--- src/rtl/vram_arbiter.sv ---
// vram_arbiter: shares the VDC's single-port VRAM among render fetch, the CPU port and DMA,
// one access per enabled slot.
//
// Ports
//   clock_i, reset_ni        system clock, asynchronous active-low reset
//   clock_en_i               dot-clock enable; slot decisions happen only when high
//   render_*                 render read port (absolute priority, fixed one-slot latency)
//   cpu_*                    CPU read/write port; requests are 1-clock pulses
//   busy_n_o                 low while a CPU access is pending or in flight
//   dma_*                    DMA port; level request, round-robin with the CPU
//   vram_*                   registered VRAM macro interface; read data valid one slot later
//
// A grant made at slot N drives vram_* for slot N and retires at slot N+1. The next grant is
// decided in that same slot, so accesses pipeline at one per slot.

module vram_arbiter #(
   parameter int unsigned ADDR_W = 16,
   parameter int unsigned DATA_W = 16
) (
   input  logic              clock_i,
   input  logic              reset_ni,
   input  logic              clock_en_i,
   input  logic              render_req_i,
   input  logic [ADDR_W-1:0] render_addr_i,
   output logic              render_ack_o,
   output logic [DATA_W-1:0] render_data_o,
   input  logic              cpu_rd_req_i,
   input  logic              cpu_wr_req_i,
   input  logic [ADDR_W-1:0] cpu_addr_i,
   input  logic [DATA_W-1:0] cpu_wdata_i,
   output logic [DATA_W-1:0] cpu_rdata_o,
   output logic              cpu_done_o,
   output logic              cpu_overrun_o,
   output logic              busy_n_o,
   input  logic              dma_req_i,
   input  logic              dma_we_i,
   input  logic [ADDR_W-1:0] dma_addr_i,
   input  logic [DATA_W-1:0] dma_wdata_i,
   output logic              dma_ack_o,
   output logic [DATA_W-1:0] dma_rdata_o,
   output logic [ADDR_W-1:0] vram_addr_o,
   output logic              vram_we_o,
   output logic [DATA_W-1:0] vram_wdata_o,
   input  logic [DATA_W-1:0] vram_rdata_i
);

   // State names the access currently in flight on the VRAM bus.
   typedef enum logic [1:0] {StIdle, StGrantR, StGrantC, StGrantD} state_e;

   state_e              state_q, state_d;
   logic                rr_dma_q, rr_dma_d;      // 1: DMA wins the next CPU/DMA tie
   logic                cpu_pend_q, cpu_pend_d;  // set from request until cpu_done
   logic                cpu_we_q, cpu_we_d;
   logic [ADDR_W-1:0]   cpu_addr_q, cpu_addr_d;
   logic [DATA_W-1:0]   cpu_wdata_q, cpu_wdata_d;
   logic [DATA_W-1:0]   cpu_rdata_q, cpu_rdata_d;
   logic                cpu_done_q, cpu_done_d;
   logic                cpu_ovr_q, cpu_ovr_d;
   logic                dma_we_q, dma_we_d;      // direction of the DMA access in flight
   logic                dma_ack_q, dma_ack_d;
   logic [DATA_W-1:0]   dma_rdata_q, dma_rdata_d;
   logic                render_ack_q, render_ack_d;
   logic [DATA_W-1:0]   render_data_q, render_data_d;
   logic [ADDR_W-1:0]   vram_addr_q, vram_addr_d;
   logic                vram_we_q, vram_we_d;
   logic [DATA_W-1:0]   vram_wdata_q, vram_wdata_d;

   logic                cpu_elig, dma_elig;

   // A requester whose access is still in flight is not regranted until it has seen its
   // done/ack, so every retirement is visible before the next decision for it.
   assign cpu_elig = cpu_pend_q && (state_q != StGrantC);
   assign dma_elig = dma_req_i && (state_q != StGrantD);

   always_comb begin
      state_d       = state_q;
      rr_dma_d      = rr_dma_q;
      cpu_pend_d    = cpu_pend_q;
      cpu_we_d      = cpu_we_q;
      cpu_addr_d    = cpu_addr_q;
      cpu_wdata_d   = cpu_wdata_q;
      cpu_rdata_d   = cpu_rdata_q;
      cpu_done_d    = 1'b0;
      cpu_ovr_d     = 1'b0;
      dma_we_d      = dma_we_q;
      dma_ack_d     = 1'b0;
      dma_rdata_d   = dma_rdata_q;
      render_ack_d  = 1'b0;
      render_data_d = render_data_q;
      vram_addr_d   = vram_addr_q;
      vram_we_d     = 1'b0;
      vram_wdata_d  = vram_wdata_q;

      // CPU request capture runs every clock, independent of the slot enable.
      if (cpu_wr_req_i || cpu_rd_req_i) begin
         if (cpu_pend_q) begin
            cpu_ovr_d = 1'b1;
         end else begin
            cpu_pend_d  = 1'b1;
            cpu_we_d    = cpu_wr_req_i;
            cpu_addr_d  = cpu_addr_i;
            cpu_wdata_d = cpu_wdata_i;
            // Simultaneous read and write: the write is kept, the read is reported dropped.
            cpu_ovr_d   = cpu_wr_req_i && cpu_rd_req_i;
         end
      end

      if (clock_en_i) begin
         // Retire the access granted in the previous slot.
         unique case (state_q)
            StGrantR: begin
               render_ack_d  = 1'b1;
               render_data_d = vram_rdata_i;
            end
            StGrantC: begin
               cpu_done_d = 1'b1;
               cpu_pend_d = 1'b0;
               if (!cpu_we_q) cpu_rdata_d = vram_rdata_i;
            end
            StGrantD: begin
               dma_ack_d = 1'b1;
               if (!dma_we_q) dma_rdata_d = vram_rdata_i;
            end
            StIdle: ;
         endcase

         // Decide this slot's grant.
         if (render_req_i) begin
            state_d     = StGrantR;
            vram_addr_d = render_addr_i;
         end else if (cpu_elig && (!dma_elig || !rr_dma_q)) begin
            state_d      = StGrantC;
            vram_addr_d  = cpu_addr_q;
            vram_we_d    = cpu_we_q;
            vram_wdata_d = cpu_wdata_q;
            rr_dma_d     = 1'b1;
         end else if (dma_elig) begin
            state_d      = StGrantD;
            vram_addr_d  = dma_addr_i;
            vram_we_d    = dma_we_i;
            vram_wdata_d = dma_wdata_i;
            dma_we_d     = dma_we_i;
            rr_dma_d     = 1'b0;
         end else begin
            state_d = StIdle;
         end
      end
   end

   always_ff @(posedge clock_i or negedge reset_ni) begin
      if (!reset_ni) begin
         state_q       <= StIdle;
         rr_dma_q      <= 1'b0;
         cpu_pend_q    <= 1'b0;
         cpu_we_q      <= 1'b0;
         cpu_addr_q    <= '0;
         cpu_wdata_q   <= '0;
         cpu_rdata_q   <= '0;
         cpu_done_q    <= 1'b0;
         cpu_ovr_q     <= 1'b0;
         dma_we_q      <= 1'b0;
         dma_ack_q     <= 1'b0;
         dma_rdata_q   <= '0;
         render_ack_q  <= 1'b0;
         render_data_q <= '0;
         vram_addr_q   <= '0;
         vram_we_q     <= 1'b0;
         vram_wdata_q  <= '0;
      end else begin
         state_q       <= state_d;
         rr_dma_q      <= rr_dma_d;
         cpu_pend_q    <= cpu_pend_d;
         cpu_we_q      <= cpu_we_d;
         cpu_addr_q    <= cpu_addr_d;
         cpu_wdata_q   <= cpu_wdata_d;
         cpu_rdata_q   <= cpu_rdata_d;
         cpu_done_q    <= cpu_done_d;
         cpu_ovr_q     <= cpu_ovr_d;
         dma_we_q      <= dma_we_d;
         dma_ack_q     <= dma_ack_d;
         dma_rdata_q   <= dma_rdata_d;
         render_ack_q  <= render_ack_d;
         render_data_q <= render_data_d;
         vram_addr_q   <= vram_addr_d;
         vram_we_q     <= vram_we_d;
         vram_wdata_q  <= vram_wdata_d;
      end
   end

   assign render_ack_o  = render_ack_q;
   assign render_data_o = render_data_q;
   assign cpu_rdata_o   = cpu_rdata_q;
   assign cpu_done_o    = cpu_done_q;
   assign cpu_overrun_o = cpu_ovr_q;
   assign busy_n_o      = ~cpu_pend_q;
   assign dma_ack_o     = dma_ack_q;
   assign dma_rdata_o   = dma_rdata_q;
   assign vram_addr_o   = vram_addr_q;
   assign vram_we_o     = vram_we_q;
   assign vram_wdata_o  = vram_wdata_q;

endmodule

--- config.mk ---
export PLATFORM = sky130hd
export DESIGN_NAME = vram_arbiter
export DESIGN_NICKNAME = d
export VERILOG_FILES = /design/src/rtl/vram_arbiter.sv
export SDC_FILE = /design/constraint.sdc
export NUM_CORES = 1
export LEC_CHECK = 0
export ABC_AREA = 1
export CAP_MARGIN = 20
export CORE_ASPECT_RATIO = 0.7
export CORE_MARGIN = 10
export CORE_UTILIZATION = 40
export DETAILED_ROUTE_END_ITERATION = 12
export PLACE_DENSITY = 0.84
export SLEW_MARGIN = 10
export SYNTH_ARGS = -nofsm -noshare
export SYNTH_HDL_FRONTEND = slang
export SYNTH_SLANG_ARGS = --single-unit
--- constraint.sdc ---
create_clock -name clock_i -period 1.9 [get_ports clock_i]
set_input_delay 0.38 -clock clock_i [delete_from_list [all_inputs] [get_ports clock_i]]
set_output_delay 0.38 -clock clock_i [all_outputs]
set_load 0.02 [all_outputs]
### Word-level counts from Yosys, hierarchy flattened

Cells that the tools add are included.

* reductions and logical operators: 17
* bitwise logic cells: 5
* equality and inequality tests: 5
* multiplexer cells: 25

Operators by type and width (number)
* $mux W16: 5
* $mux W1: 17
* $reduce_and A3 Y1: 3
* $mux W2: 3
* $reduce_and A2 Y1: 3
* $not A1 Y1: 5
* $eq A2 B2 Y1 const B: 2
* $logic_and A1 B1 Y1: 4
* $ne A2 B2 Y1 const B: 2
* $reduce_and A4 Y1: 1
* $reduce_bool A3 Y1: 1
* $eq A2 B1 Y1 const B: 1
* $logic_not A1 Y1: 2
* $logic_or A1 B1 Y1: 2
* $reduce_bool A2 Y1: 1

* flip-flop bits (word level): 123
* output and inout port bits: 86
* input port bits: 104

### Longest topological paths before layout

* depth in word-level cells: 8
* depth in mapped cells: 9
* depth with buffers taken out: 8

### Worst setup path before layout

OpenSTA, ideal clock, no wires.

* path type: register -> register
* start: register cpu_pend_q
* end: register cpu_addr_q[0]
* buffers on the path: 1
* data arrival time: 1.320 ns
* required time: 1.775 ns
* path slack: 0.455 ns
* period minus slack after synthesis: 1.445 ns
* stages on the path, launching flop included: 5
* cells stage by stage: dfrtp_1 -> inv_1 -> nand2_1 -> buf_2 -> mux2_2

* word-level cells in the longest chain between the ends: 2

Ends and longest elaborated chain
* start: declaration: RTL line 52 `logic cpu_pend_q, cpu_pend_d;`
* start signal: assignment: RTL line 172 `cpu_pend_q <= cpu_pend_d;`
* $not A1 Y1 (no line)
* net busy_n_o: RTL line 34 `output logic busy_n_o,`
* $reduce_and A2 Y1 (no line)
* end signal: assignment: RTL line 174 `cpu_addr_q <= cpu_addr_d;`
* end: declaration: RTL line 54 `logic [ADDR_W-1:0] cpu_addr_q, cpu_addr_d;`

The timed path passes the listed nets, and every way through them passes these cells.
A chain may end at the register's enable or synchronous reset.

### Worst setup path in the final report

* start: register render_data_q[7], in the netlist render_data_o[7]
* end: output render_data_o[7]

RTL lines
* start: declaration: RTL line 63 `logic [DATA_W-1:0] render_data_q, render_data_d;`
* start signal: assignment: RTL line 183 `render_data_q <= render_data_d;`
* end: declaration: RTL line 26 `output logic [DATA_W-1:0] render_data_o,`

No word-level cell between the ends.

==> metrics.txt <==
status finished, final reports clean; RSZ-0062 raised after global routing false; crit-path max FO 2; CP max stage delay 0.65 ns; routed wire length 15,680 um; Pre-antenna DRT Iters 4; largest net degree at the start of global routing 83; CP endpoint kind output pin; Syn Std Cell Area 0.005185 mm2; Final GP Congestion 0.8124; R2R setup slack 0.42 ns; crit path launch type flip-flop; Syn Inst Count 564; Nets 867; Synth Warn # 0; Critical Path, Cell by Cell clkdlybuf4s50_1; Worst Setup EP render_data_o[7]; Clock Sink Count 123; max-cap violations 0; FMAX 0.5561 GHz; H-tree depth 4; Unique masters post-synth 25; Slew Limit Headroom 70.70%; post-route clock period utilization 94.64%; Overall Global Routing Usage 17.40%; LEAKAGE 0.003750 uW; CTS root buffer clkbuf_16; kind of critical path reg2out; Ports 190; Die Span Y 115.3 um; first-pass GRT wire length 24,720 um; syn_nets 668; synthesized flop and latch total 123; Sum Neg Setup Slack 0 ns; Combinational Power Share 33.6%; hold crit path type reg2reg; Critical Path RT 1.52 ns; CP max stage cell clkdlybuf4s50_1; clock insertion delay at the later pin of the skew report 0.41 ns; Area Growth Syn to Fin 54.97%; Top delay family on crit path buffers and inverters; FF-to-FF End vram_wdata_o[3]$_DFFE_PN0P_; vias in the first global route 4,687; Final Max Tran Viols 0; DR WL/cell 16.70 um; CP startpoint render_data_o[7]$_DFFE_PN0P_; critical path depth in cells 1; vias 4,518; Post-Route Skew 0.009249 ns; Psw 3632 uW; Die W 156.1 um; r2r worst-path depth 6; DP Wirelength 11,330 um; overall power 11,430 uW; DIE AREA 0.01799 mm2; maximum VDD drop 1067 uV; final-report hold violation count 0; drt drc 0; Inst Count DP 905; Starting Density 41.32%; clock power share 30.8%; fin cells 939; PortBufs 189; Reg-to-Reg Start state_q[1]$_DFFE_PN0P_; post-layout min period 1.798 ns; Final setup viols 0; Clock transition at path regs 0.05 ns; Sw Share 31.77%; ANT nets after route 0; Avg Vias per Cell 4.812; initial antenna violation count 1; Pint 7798 uW; 1st-iter DRT viols 170; clock buffer depth 2; PD cells 1423 mW/mm2; CTS tree done; WP data arrival 1.42 ns; mean post-synth cell area 9.193 um2; Worst-Margin Slew 0.4395 ns; post-CTS setup buffer count 0; sequential share of the synthesized area 59.36%; layout cells sized above 1 11.08%; Flop pwr share 35.6%; worst path bufs/invs 1; # rows 34; CTS buffer count 17; core area 0.01255 mm2; GRT Residual Overflow 0
stage by stage:
| step | worst slack [ns] | cell area (um2) | utilization (%) | hold slack, ns |
|---|---|---|---|---|
| 2_1_floorplan | 0.4551 | 5185 | - | 0.08441 |
| 3_3_place_gp | -0.002338 | 7381 | 58.81 | 0.3765 |
| 3_5_place_dp | -0.004766 | 7381 | 58.81 | 0.3811 |
| 4_1_cts | 0.07266 | 8033 | 64.01 | 0.4803 |
| 5_1_grt | 0.03798 | 8033 | 64.01 | 0.4996 |
| 6_report | 0.1019 | 8035 | 64.03 | 0.4768 |
cell usage in the layout (no fill, tap or decap), drive strengths merged, types with 2 or more instances in the layout:
cell	count
clkinv	5
bufinv	5
clkdlybuf4s50	187
nor2	52
nand3	34
a21oi	4
o21ai	67
buf	18
clkinvlp	2
inv	43
nand2	176
clkbuf	21
dfrtp	123
mux2	31
sequential cells by signal, indices dropped and copies added, names as in the netlist, 2 cells and up:
signal,count
cpu_addr_q,16
cpu_rdata_o,16
cpu_wdata_q,16
dma_rdata_o,16
render_data_o,16
state_q,2
vram_addr_o,16
vram_wdata_o,16
worst min path at each step:
stage | start | to | slack [ns] | cells after the start
after floorplan | reset_ni | cpu_addr_q[0]$_DFFE_PN0P_ | 0.08 | 0
after global placement | reset_ni | vram_wdata_o[5]$_DFFE_PN0P_ | 0.38 | 2
after detailed placement | reset_ni | vram_wdata_o[5]$_DFFE_PN0P_ | 0.38 | 2
after CTS | vram_addr_o[14]$_DFFE_PN0P_ | vram_addr_o[14]$_DFFE_PN0P_ | 0.48 | 2
after global routing | vram_addr_o[4]$_DFFE_PN0P_ | vram_addr_o[4]$_DFFE_PN0P_ | 0.50 | 2
final | vram_addr_o[10]$_DFFE_PN0P_ | vram_addr_o[10]$_DFFE_PN0P_ | 0.48 | 2
area by class of cell:
class / count / area (um2)
Sequential cell: 123 / 3078
Antenna cell: 1 / 2.502
Clock buffer: 21 / 450.4
Tap cell: 162 / 202.7
Inverter: 44 / 165.2
Clock inverter: 11 / 192.7
Timing Repair Buffer: 207 / 2138
Multi-Input combinational cell: 370 / 1805
Fill cell: 998 / 4514
power groups by stage:
stage | clock, uW | sequential [uW] | combinational (uW)
4_1_cts | 3580 | 4070 | 3900
3_5_place_dp | 0 | 4090 | 3870
3_3_place_gp | 0 | 4060 | 3790
5_1_grt | 3700 | 4190 | 4210
2_1_floorplan | 0 | 4760 | 1190
6_report | 3520 | 4070 | 3840
layer usage:
metal,part of all wire (%),up-vias,global-route usage [%]
li1,-,2195,-
met1,43,2131,20.59
met2,43,172,26.23
met3,13,18,10.78
met4,0.96,2,4.391
met5,0.083,-,0
what timing repair did:
item / in CTS / in global routing
hold buffers: 1 / 0
resized for setup: 1 / 0
endpoints found under the hold margin: 41 / 0
setup endpoints to repair: 1 / 0
kinds of logic after synthesis:
family / Yosys count / share of synthesized area, %
simple gates: 264 / 20.25
flops: 123 / 59.36
compound gates: 75 / 7.843
buf+inv: 71 / 5.816
mux: 31 / 6.733
Yosys cell counts:
master / instances / area, um2
nor3_1: 1 / 5.000
nand4_1: 1 / 6.260
clkbuf_1: 12 / 45.04
o22ai_1: 1 / 6.260
nand2_2: 2 / 12.51
buf_2: 10 / 50.05
inv_1: 41 / 153.9
dfrtp_1: 123 / 3078
a22oi_1: 1 / 7.510
nor2_1: 51 / 191.4
a21oi_4: 2 / 32.53
clkinv_1: 1 / 3.750
mux2_2: 31 / 349.1
buf_4: 4 / 30.03
buf_6: 1 / 11.26
inv_2: 2 / 7.510
o21a_1: 1 / 7.510
a21oi_1: 2 / 10.01
nand3_2: 1 / 10.01
nand3_1: 33 / 165.2
o21ai_1: 12 / 60.06
nand2_1: 174 / 653.1
o21ai_0: 55 / 275.3
nor2_2: 1 / 6.260
o21bai_1: 1 / 7.510
Note: power is estimated with default switching activity, not from simulation.
